[src/rtl/capture_pkg.sv]
// Shared definitions for the input-capture peripheral: register map,
// control/status bit positions and the measurement state machine encoding.
package capture_pkg;

  // Register offsets from BASE_ADDR
  localparam logic [2:0] CAP_CTRL     = 3'd0;
  localparam logic [2:0] CAP_STATUS   = 3'd1;
  localparam logic [2:0] CAP_SCALE_L  = 3'd2;
  localparam logic [2:0] CAP_SCALE_H  = 3'd3;
  localparam logic [2:0] CAP_PERIOD_L = 3'd4;
  localparam logic [2:0] CAP_PERIOD_H = 3'd5;
  localparam logic [2:0] CAP_HIGH_L   = 3'd6;
  localparam logic [2:0] CAP_HIGH_H   = 3'd7;

  // CTRL bit positions
  localparam int unsigned CTRL_EN      = 0;
  localparam int unsigned CTRL_ONESHOT = 1;
  localparam int unsigned CTRL_IE      = 2;

  // STATUS bit positions
  localparam int unsigned STAT_DONE = 0;
  localparam int unsigned STAT_OVF  = 1;
  localparam int unsigned STAT_PIN  = 2;
  localparam int unsigned STAT_BUSY = 3;

  localparam logic [15:0] CNT_MAX = 16'hFFFF;

  typedef enum logic [1:0] {
    IDLE = 2'd0,
    ARM  = 2'd1,
    HIGH = 2'd2,
    LOW  = 2'd3
  } cap_state_t;

  // Counter value after a measurement edge: a tick on that same cycle
  // already belongs to the new interval.
  function automatic logic [15:0] cnt_restart(input logic tick);
    return tick ? 16'd1 : 16'd0;
  endfunction

endpackage

[src/rtl/capture_sync.sv]
// Multi-stage synchronizer for the asynchronous capture pin, followed by a
// previous-value flop that yields single-cycle rise/fall pulses.
module capture_sync #(
  parameter int unsigned SYNC_STAGES = 2
) (
  input  logic clk,
  input  logic rst_n,
  input  logic cap_pin,
  output logic pin_s,
  output logic rise,
  output logic fall
);

  logic [SYNC_STAGES-1:0] sync_q;
  logic                   prev_q;

  // Shift the raw pin through the synchronizer chain, then remember the last level
  always_ff @(posedge clk or negedge rst_n) begin
    if (!rst_n) begin
      sync_q <= '0;
      prev_q <= 1'b0;
    end else begin
      sync_q <= {sync_q[SYNC_STAGES-2:0], cap_pin};
      prev_q <= sync_q[SYNC_STAGES-1];
    end
  end

  assign pin_s = sync_q[SYNC_STAGES-1];
  assign rise  = pin_s & ~prev_q;
  assign fall  = ~pin_s & prev_q;

endmodule

[src/rtl/capture_unit.sv]
// Memory-mapped input-capture peripheral: measures high time and period of
// cap_pin in prescaled ticks, with atomic 16-bit reads and a level irq.
module capture_unit
  import capture_pkg::*;
#(
  parameter logic [7:0]  BASE_ADDR   = 8'h08,
  parameter int unsigned SYNC_STAGES = 2
) (
  input  logic       clk,
  input  logic       rst_n,
  input  logic [7:0] din,
  input  logic [7:0] address,
  input  logic       w_en,
  input  logic       r_en,
  output logic [7:0] dout,
  input  logic       cap_pin,
  output logic       irq
);

  cap_state_t  state_q;
  logic [2:0]  ctrl_q;
  logic [15:0] scale_q;
  logic [15:0] presc_q, presc_d;
  logic [15:0] cnt_q, cnt_run;
  logic [15:0] period_q, high_q;
  logic        done_q, ovf_q;
  logic [7:0]  per_sh_q, high_sh_q;
  logic [7:0]  dout_q;
  logic        irq_q;

  logic        pin_s, rise, fall;
  logic        tick, cnt_sat_tick;
  logic [7:0]  off;
  logic [2:0]  reg_sel;
  logic        in_win, wr_hit, rd_hit;
  logic        wr_ctrl, wr_stat;
  logic        en_wr, oneshot_fire, busy;

  capture_sync #(
    .SYNC_STAGES(SYNC_STAGES)
  ) u_sync (
    .clk    (clk),
    .rst_n  (rst_n),
    .cap_pin(cap_pin),
    .pin_s  (pin_s),
    .rise   (rise),
    .fall   (fall)
  );

  // Address decode: window is BASE_ADDR..BASE_ADDR+7
  assign off     = address - BASE_ADDR;
  assign in_win  = (off[7:3] == 5'd0);
  assign reg_sel = off[2:0];
  assign wr_hit  = w_en & in_win;
  assign rd_hit  = r_en & in_win;
  assign wr_ctrl = wr_hit && (reg_sel == CAP_CTRL);
  assign wr_stat = wr_hit && (reg_sel == CAP_STATUS);

  // EN as it will be after this edge, so a disabling write drops to IDLE
  // on the write edge itself rather than one cycle later.
  assign en_wr        = wr_ctrl ? din[CTRL_EN] : ctrl_q[CTRL_EN];
  assign oneshot_fire = en_wr && (state_q == LOW) && rise && ctrl_q[CTRL_ONESHOT];
  assign busy         = (state_q != IDLE);

  // Prescaler tick generation and saturating counter step
  always_comb begin
    tick         = (presc_q == scale_q);
    presc_d      = tick ? '0 : presc_q + 16'd1;
    cnt_sat_tick = tick && (cnt_q == CNT_MAX);
    cnt_run      = (tick && (cnt_q != CNT_MAX)) ? cnt_q + 16'd1 : cnt_q;
  end

  // Free-running prescaler; SCALE writes do not disturb its phase
  always_ff @(posedge clk or negedge rst_n) begin
    if (!rst_n) presc_q <= '0;
    else        presc_q <= presc_d;
  end

  // Writable configuration registers; hardware clears EN after a one-shot capture
  always_ff @(posedge clk or negedge rst_n) begin
    if (!rst_n) begin
      ctrl_q  <= '0;
      scale_q <= '0;
    end else begin
      if (wr_ctrl) ctrl_q <= din[2:0];
      if (oneshot_fire) ctrl_q[CTRL_EN] <= 1'b0;
      if (wr_hit && (reg_sel == CAP_SCALE_L)) scale_q[7:0]  <= din;
      if (wr_hit && (reg_sel == CAP_SCALE_H)) scale_q[15:8] <= din;
    end
  end

  // Measurement FSM with counter, capture registers and sticky flags.
  // W1C clears are applied first so a same-edge set overrides them.
  always_ff @(posedge clk or negedge rst_n) begin
    if (!rst_n) begin
      state_q  <= IDLE;
      cnt_q    <= '0;
      period_q <= '0;
      high_q   <= '0;
      done_q   <= 1'b0;
      ovf_q    <= 1'b0;
    end else begin
      if (wr_stat && din[STAT_DONE]) done_q <= 1'b0;
      if (wr_stat && din[STAT_OVF])  ovf_q  <= 1'b0;
      if (!en_wr) begin
        state_q <= IDLE;
        cnt_q   <= '0;
      end else begin
        case (state_q)
          IDLE: begin
            cnt_q   <= '0;
            state_q <= ARM;
          end
          ARM: begin
            if (rise) begin
              cnt_q   <= cnt_restart(tick);
              state_q <= HIGH;
            end else begin
              cnt_q <= '0;
            end
          end
          HIGH: begin
            cnt_q <= cnt_run;
            if (cnt_sat_tick) ovf_q <= 1'b1;
            if (fall) begin
              high_q  <= cnt_q;
              state_q <= LOW;
            end
          end
          LOW: begin
            if (cnt_sat_tick) ovf_q <= 1'b1;
            if (rise) begin
              period_q <= cnt_q;
              done_q   <= 1'b1;
              if (ctrl_q[CTRL_ONESHOT]) begin
                state_q <= IDLE;
                cnt_q   <= '0;
              end else begin
                state_q <= HIGH;
                cnt_q   <= cnt_restart(tick);
              end
            end else begin
              cnt_q <= cnt_run;
            end
          end
          default: state_q <= IDLE;
        endcase
      end
    end
  end

  // Registered read port; low-byte reads snapshot the matching high byte
  always_ff @(posedge clk or negedge rst_n) begin
    if (!rst_n) begin
      dout_q    <= '0;
      per_sh_q  <= '0;
      high_sh_q <= '0;
    end else if (rd_hit) begin
      case (reg_sel)
        CAP_CTRL:    dout_q <= {5'd0, ctrl_q};
        CAP_STATUS:  dout_q <= {4'd0, busy, pin_s, ovf_q, done_q};
        CAP_SCALE_L: dout_q <= scale_q[7:0];
        CAP_SCALE_H: dout_q <= scale_q[15:8];
        CAP_PERIOD_L: begin
          dout_q   <= period_q[7:0];
          per_sh_q <= period_q[15:8];
        end
        CAP_PERIOD_H: dout_q <= per_sh_q;
        CAP_HIGH_L: begin
          dout_q    <= high_q[7:0];
          high_sh_q <= high_q[15:8];
        end
        CAP_HIGH_H:  dout_q <= high_sh_q;
        default:     dout_q <= dout_q;
      endcase
    end
  end

  // Level interrupt, registered from the flags
  always_ff @(posedge clk or negedge rst_n) begin
    if (!rst_n) irq_q <= 1'b0;
    else        irq_q <= ctrl_q[CTRL_IE] & (done_q | ovf_q);
  end

  assign dout = dout_q;
  assign irq  = irq_q;

endmodule

[config.mk]
export PLATFORM = sky130hd
export DESIGN_NAME = capture_unit
export DESIGN_NICKNAME = d
export VERILOG_FILES = /design/src/rtl/capture_pkg.sv /design/src/rtl/capture_sync.sv /design/src/rtl/capture_unit.sv
export SDC_FILE = /design/constraint.sdc
export NUM_CORES = 1
export LEC_CHECK = 0
export CORE_MARGIN = 3
export CORE_UTILIZATION = 57
export CTS_CLUSTER_DIAMETER = 50
export CTS_CLUSTER_SIZE = 20
export DETAILED_ROUTE_END_ITERATION = 12
export PLACE_DENSITY = 0.87
export SETUP_SLACK_MARGIN = 0.3
export SLEW_MARGIN = 20
export SYNTH_ARGS = -nofsm -noshare
export SYNTH_HDL_FRONTEND = slang
export SYNTH_SLANG_ARGS = --single-unit
[constraint.sdc]
create_clock -name clk -period 2.1 [get_ports clk]
set_input_delay 0.315 -clock clk [delete_from_list [all_inputs] [get_ports clk]]
set_output_delay 0.315 -clock clk [all_outputs]
set_load 0.02 [all_outputs]
Word-level counts from Yosys, hierarchy flattened
Index checks and enable logic that the tools add are counted.
{"block": "totals", "regBits": 115, "latch_bits": 0, "mem_bits_rw": 0, "mem_bits_ro": 0, "input_bits": 21, "mem_count": 0}
{"block": "op_classes", "add_sub_neg": 3, "n_mul": 0, "div_mod_pow": 0, "magnitude_cmp": 0, "n_eq_ne": 16, "n_shift": 0, "mux": 26, "n_bitwise": 8, "reduce_logical": 22}
{"cell": "$mux W16", "n": 4}
{"cell": "$pmux W16 S4", "n": 1}
{"cell": "$pmux W8 S8", "n": 1}
{"cell": "$add A16 B1 Y16 const B", "n": 2}
{"cell": "$eq A16 B16 Y1", "n": 1}
{"cell": "$eq A16 B16 Y1 const B", "n": 1}
{"cell": "$ne A16 B16 Y1 const B", "n": 1}
{"cell": "$mux W1", "n": 14}
{"cell": "$eq A3 B3 Y1 const B", "n": 4}
{"cell": "$logic_and A1 B1 Y1", "n": 11}
{"cell": "$mux W2", "n": 5}
{"cell": "$ne A3 B3 Y1 const B", "n": 3}
{"cell": "$reduce_and A3 Y1", "n": 3}
{"cell": "$pmux W2 S4", "n": 1}
{"cell": "$sub A8 B4 Y8 const B", "n": 1}
{"cell": "$eq A3 B2 Y1 const B", "n": 2}
{"cell": "$and A1 B1 Y1", "n": 5}
{"cell": "$logic_not A5 Y1", "n": 1}
{"cell": "$eq A2 B2 Y1 const B", "n": 2}
{"cell": "$reduce_and A2 Y1", "n": 2}
{"cell": "$reduce_bool A2 Y1", "n": 2}
{"cell": "$eq A3 B1 Y1 const B", "n": 1}
{"cell": "$logic_not A3 Y1", "n": 1}
{"cell": "$eq A2 B1 Y1 const B", "n": 1}
{"cell": "other kinds (4)", "n": 5}

Logic depth before layout (Yosys ltp)
{"block": "depth", "ltp_word": 9, "depth_mapped": 7, "mapped_depth_nobuf": 6}

Cells and area by module
A second synthesis with hierarchy kept.
{"block": "hier_totals", "cells_unflattened": 475, "hier_area_um2": 5606.6}
{"mod": "capture_unit", "n_inst": 1, "cells_per_inst": 470, "area_per_inst_um2": 5516.5, "seq_area_each_um2": 2802.7}
{"mod": "capture_sync", "n_inst": 1, "cells_per_inst": 5, "area_per_inst_um2": 90.1, "seq_area_each_um2": 75.1}

Worst setup path after synthesis
No wires, ideal clock.
{"block": "synth_timing", "path_type": "input to register", "start": "input port address[4]", "end": "register period_q[10]", "t_arrival_ns": 2.363, "slack_ns": -0.388, "cell_stages": 7, "cell_sequence": "or4b_4 -> nor3_4 -> mux2i_1 -> or3_1 -> buf_2 -> buf_6 -> mux2_4"}
{"block": "synth_via", "elab_chain_len": 6}
{"item": "start: declaration", "line_no": "capture_unit.sv:12", "rtl": "input logic [7:0] address,"}
{"item": "$sub A8 B4 Y8", "line_no": "capture_unit.sv:51", "rtl": "assign off = address - BASE_ADDR;"}
{"item": "$logic_not A5 Y1", "line_no": "capture_unit.sv:52", "rtl": "assign in_win = (off[7:3] == 5'd0);"}
{"item": "$and A1 B1 Y1", "line_no": "capture_unit.sv:54", "rtl": "assign wr_hit = w_en & in_win;"}
{"item": "$logic_and A1 B1 Y1", "line_no": "capture_unit.sv:56", "rtl": "assign wr_ctrl = wr_hit && (reg_sel == CAP_CTRL);"}
{"item": "$mux W1", "line_no": "capture_unit.sv:61", "rtl": "assign en_wr = wr_ctrl ? din[CTRL_EN] : ctrl_q[CTRL_EN];"}
{"item": "$reduce_and A3 Y1 (no line)"}
{"item": "end signal: assignment", "line_no": "capture_unit.sv:133", "rtl": "period_q <= cnt_q;"}
{"item": "end: declaration", "line_no": "capture_unit.sv:25", "rtl": "logic [15:0] period_q, high_q;"}
Every way passes these cells.
A chain may end at the register's enable or synchronous reset.

Final worst setup path
{"block": "layout_timing", "start": "register scale_q[5]", "end": "register cnt_q[13]"}
{"block": "layout_via", "elab_chain_len": 6}
{"item": "start: declaration", "line_no": "capture_unit.sv:22", "rtl": "logic [15:0] scale_q;"}
{"item": "start signal: assignment", "line_no": "capture_unit.sv:87", "rtl": "if (wr_hit && (reg_sel == CAP_SCALE_L)) scale_q[7:0] <= din;"}
{"item": "$eq A16 B16 Y1 (*)", "line_no": "capture_unit.sv:67", "rtl": "tick = (presc_q == scale_q);"}
{"item": "$logic_and A1 B1 Y1 (*)", "line_no": "capture_unit.sv:70", "rtl": "cnt_run = (tick && (cnt_q != CNT_MAX)) ? cnt_q + 16'd1 : cnt_q;"}
{"item": "$mux W16 (*)", "line_no": "capture_unit.sv:70"}
{"item": "$mux W16", "line_no": "capture_unit.sv:132", "rtl": "if (rise) begin"}
{"item": "$pmux W16 S4 (*)", "line_no": "capture_unit.sv:109", "rtl": "case (state_q)"}
{"item": "$mux W16 (*)", "line_no": "capture_unit.sv:105", "rtl": "if (!en_wr) begin"}
{"item": "end signal: assignment", "line_no": "capture_unit.sv:116", "rtl": "cnt_q <= cnt_restart(tick);"}
{"item": "end signal: assignment", "line_no": "capture_unit.sv:140", "rtl": "cnt_q <= cnt_restart(tick);"}
{"item": "end signal: assignment", "line_no": "capture_unit.sv:143", "rtl": "cnt_q <= cnt_run;"}
{"item": "end: declaration", "line_no": "capture_unit.sv:24", "rtl": "logic [15:0] cnt_q, cnt_run;"}
Every way passes the cells marked *; elsewhere a longest branch is shown, timed or not.

==> results.yml <==
yosys:
  post_synth.cell_area_avg_um2: 11.90
  yosysSeqAreaShare_pct: 52.21
  synth_edf_count: 0
  synthDistinctLibCells: 52
  synth_top_area_cell: "dfrtp_1"
  synth-seq-cells: 115
  yosysWarnings: 0
  synth_area_um2: 5512
  synthTopCellsByArea: "dfrtp_1 52%, mux2_2 13%, xor2_1 3.5%, mux2i_1 2.5%, mux2_4 2.5%"
  synthFlopType: "dfrtp_1"
  synth_cells: 463
  async_flop_share_pct: 100.0
  synth_top_area_share_pct: 52.21
  syn-num-nets: 486
setup_path:
  critPathLaunchType: "flop"
  crit_path_max_fanout: 7
  worstPathArrival_ns: 2.66
  cp.required_ns: 2.55
  critical_path_class: "flop to flop"
  end_kind: "flop"
routing:
  viasPerCell: 7.098
  drt.antenna.violating_nets: 0
  dr.pass1.iters: 8
  routed_wl_um: 19300
  first_iter_violations: 750
  routedWlPerCell_um: 27.54
  drc: 0
  vias: 4976
sta:
  slew_viol_final: 0
  setup_violations: 9
  min_period_over_period_pct: 104.9
  finalClockSkew_ns: 0.01193
  worst_pin_slew_ns: 0.6591
  min_period_ns: 2.204
  fin_ws_ns: -0.1037
  hold_viol_final: 0
  rsz0062_at_grt: "yes"
  max_freq_mhz: 453.8
  relSlewSlack_pct: 56.06
clock_network:
  clk_path_buf_depth: 2
  htree_levels: 4
  cts_buffers: 17
  cts-root-buf: "clkbuf_8"
  cts_num_sinks: 115
  clk_pin_slew_worst_paths_ns: 0.06
  cts_tree: "done"
  worstSkewPairLatency_ns: 0.53
power_and_ir_drop:
  ir_drop_mv: 0.5746
  p_leak_nw: 3.490
  power_density_nw_per_um2: 800.8
die:
  top_level_ports: 30
  initial_core_util_pct: 59.09
  core.rowCount: 35
  fp.dieW_um: 104.3
  core_area_um2: 9328
  die_y_um: 104.3
  die_area_um2: 10880
global_routing:
  grt_pass1_wl_um: 26810
  gr-total-overflow: 0
  grtUsageTotal_pct: 32.32
  grt_max_degree: 116
  antenna_found_initial: 0
  grt_pass1_vias: 4728
placement:
  dpl_cell_area_um2: 6287
  portBuffers: 29
  pre_cts_slack_ns: -0.6881
  hpwl_um: 9257
  place_congestion: 0.9292
run:
  drv_cap: 0
final_layout:
  area_growth_pct: 32.71
  stdcell_area_um2: 7315
  diodes: 0
  drive_gt1_share_pct: 38.99
  fin_nets: 582
run_status:
  violations: "negative setup slack"
  status: "finished, violations left"
worst_hold_path:
  holdCritPathClass: "input port to flop"
==> worst paths after layout <==
path / from / endpoint / slack, ns / depth (start not counted)
min reg2reg: u_sync.sync_q[0] / u_sync.sync_q[1] / 0.35 / 0
max in group asynchronous: rst_n / scale_q[10] / 1.16 / 3
max: scale_q[5] / cnt_q[13] / -0.10 / 7
max reg2reg: scale_q[5] / cnt_q[13] / -0.10 / 7
min: cap_pin / u_sync.sync_q[0] / 0.24 / 1
min in group asynchronous: rst_n / per_sh_q[7] / 0.35 / 3
==> Yosys cell counts, drive strengths merged, types with 4 or more instances <==
| master | number |
|---|---|
| dfrtp | 115 |
| mux2 | 71 |
| nor2 | 27 |
| nand2 | 26 |
| xor2 | 22 |
| a21oi | 17 |
| mux2i | 14 |
| o21ai | 14 |
| clkbuf | 13 |
| nand3 | 12 |
| nand4 | 10 |
| inv | 9 |
| or3 | 9 |
| nor4 | 8 |
| nand2b | 7 |
| a221oi | 6 |
| and3 | 6 |
| nor2b | 6 |
| nor3 | 6 |
| o31ai | 6 |
| or4 | 6 |
| buf | 5 |
| xnor2 | 5 |
| and4 | 4 |
==> cells by family after synthesis <==
group / share of synthesized area, %
AND/OR/NAND/NOR: 13.94
flip-flops: 52.21
multiplexers: 18.89
AO/OA/AOI/OAI: 8.150
XOR/XNOR: 4.290
buffers and inverters: 2.066
adder cells (fa/ha/maj): 0.4540
==> cell usage in the layout (no fill, tap or decap), drive strengths merged, types with 7 or more instances in the layout <==
master	Yosys	layout
nand4	10	10
nand2b	7	7
or3	9	9
xor2	22	22
mux2	71	71
clkbuf	13	17
nand3	12	12
nor2	27	27
clkinv	0	8
o21ai	14	14
dfrtp	115	115
nor4	8	8
buf	5	72
nand2	26	26
mux2i	14	14
inv	9	12
clkdlybuf4s50	0	12
a21oi	17	17
==> flip-flops by register name (all words and copies together), names as in the netlist <==
| name | flops |
|---|---|
| period_q | 16 |
| dout | 8 |
| high_q | 16 |
| u_sync.sync_q | 2 |
| high_sh_q | 8 |
| presc_q | 16 |
| cnt_q | 16 |
| irq | 1 |
| u_sync.prev_q | 1 |
| ovf_q | 1 |
| ctrl_q | 3 |
| done_q | 1 |
| state_q | 2 |
| scale_q | 16 |
| per_sh_q | 8 |
==> through the flow <==
step | setup TNS [ns] | util, % | total power [mW] | hold WS [ns] | cells
after floorplan | -6.865 | - | 2.735 | 0.01941 | 463
after global placement | -27.71 | 67.40 | 3.005 | 0.3326 | 641
after detailed placement | -32.84 | 67.40 | 3.035 | 0.3410 | 641
after CTS | 0 | 75.98 | 5.668 | 0.2312 | 689
after global routing | -0.5860 | 78.42 | 6.006 | 0.2400 | 701
final | -0.4164 | 78.42 | 5.858 | 0.2428 | 701
==> worst max-delay path, stage by stage (launching register included) <==
cell and delay, ns:
dfrtp_1 0.42, xor2_1 0.20, nor4_2 0.37, nand4_1 0.26
buf_4 0.23, buf_6 0.14, or3_4 0.35, a21oi_4 0.16
==> final cells by class <==
cell class,instances,area (µm²)
multi-input combinational,321,2810
clock inverter,15,111.4
inverter,9,33.78
fill,465,2013
timing repair buffer,95,897.1
clock buffer,17,414.1
tap,129,161.4
sequential,115,2887
==> metal layers <==
| metal | global-route usage (%) | wire [µm] |
|---|---|---|
| met1 | 41.50 | 6631 |
| met2 | 50.14 | 8601 |
| met3 | 7.635 | 2390 |
| met4 | 18.80 | 1679 |
| met5 | 0 | 0 |
==> power breakdown <==
| group | internal, mW | leakage, nW | switching (mW) | total [mW] |
|---|---|---|---|---|
| clock network | 1.45 | 0.251 | 1.13 | 2.58 |
| registers | 2.30 | 1.57 | 0.106 | 2.41 |
| logic | 0.376 | 1.67 | 0.492 | 0.868 |
==> repair_timing <==
item / in CTS / in global routing
endpoints found under the hold margin: 115 / 0
cloned: 3 / 1
endpoints found under the setup margin: 76 / 65
hold buffers: 1 / 0
setup buffers: 12 / 11
gates resized for setup: 64 / 38
pin swaps: 25 / 12
Power figures use the tool's default switching activity.
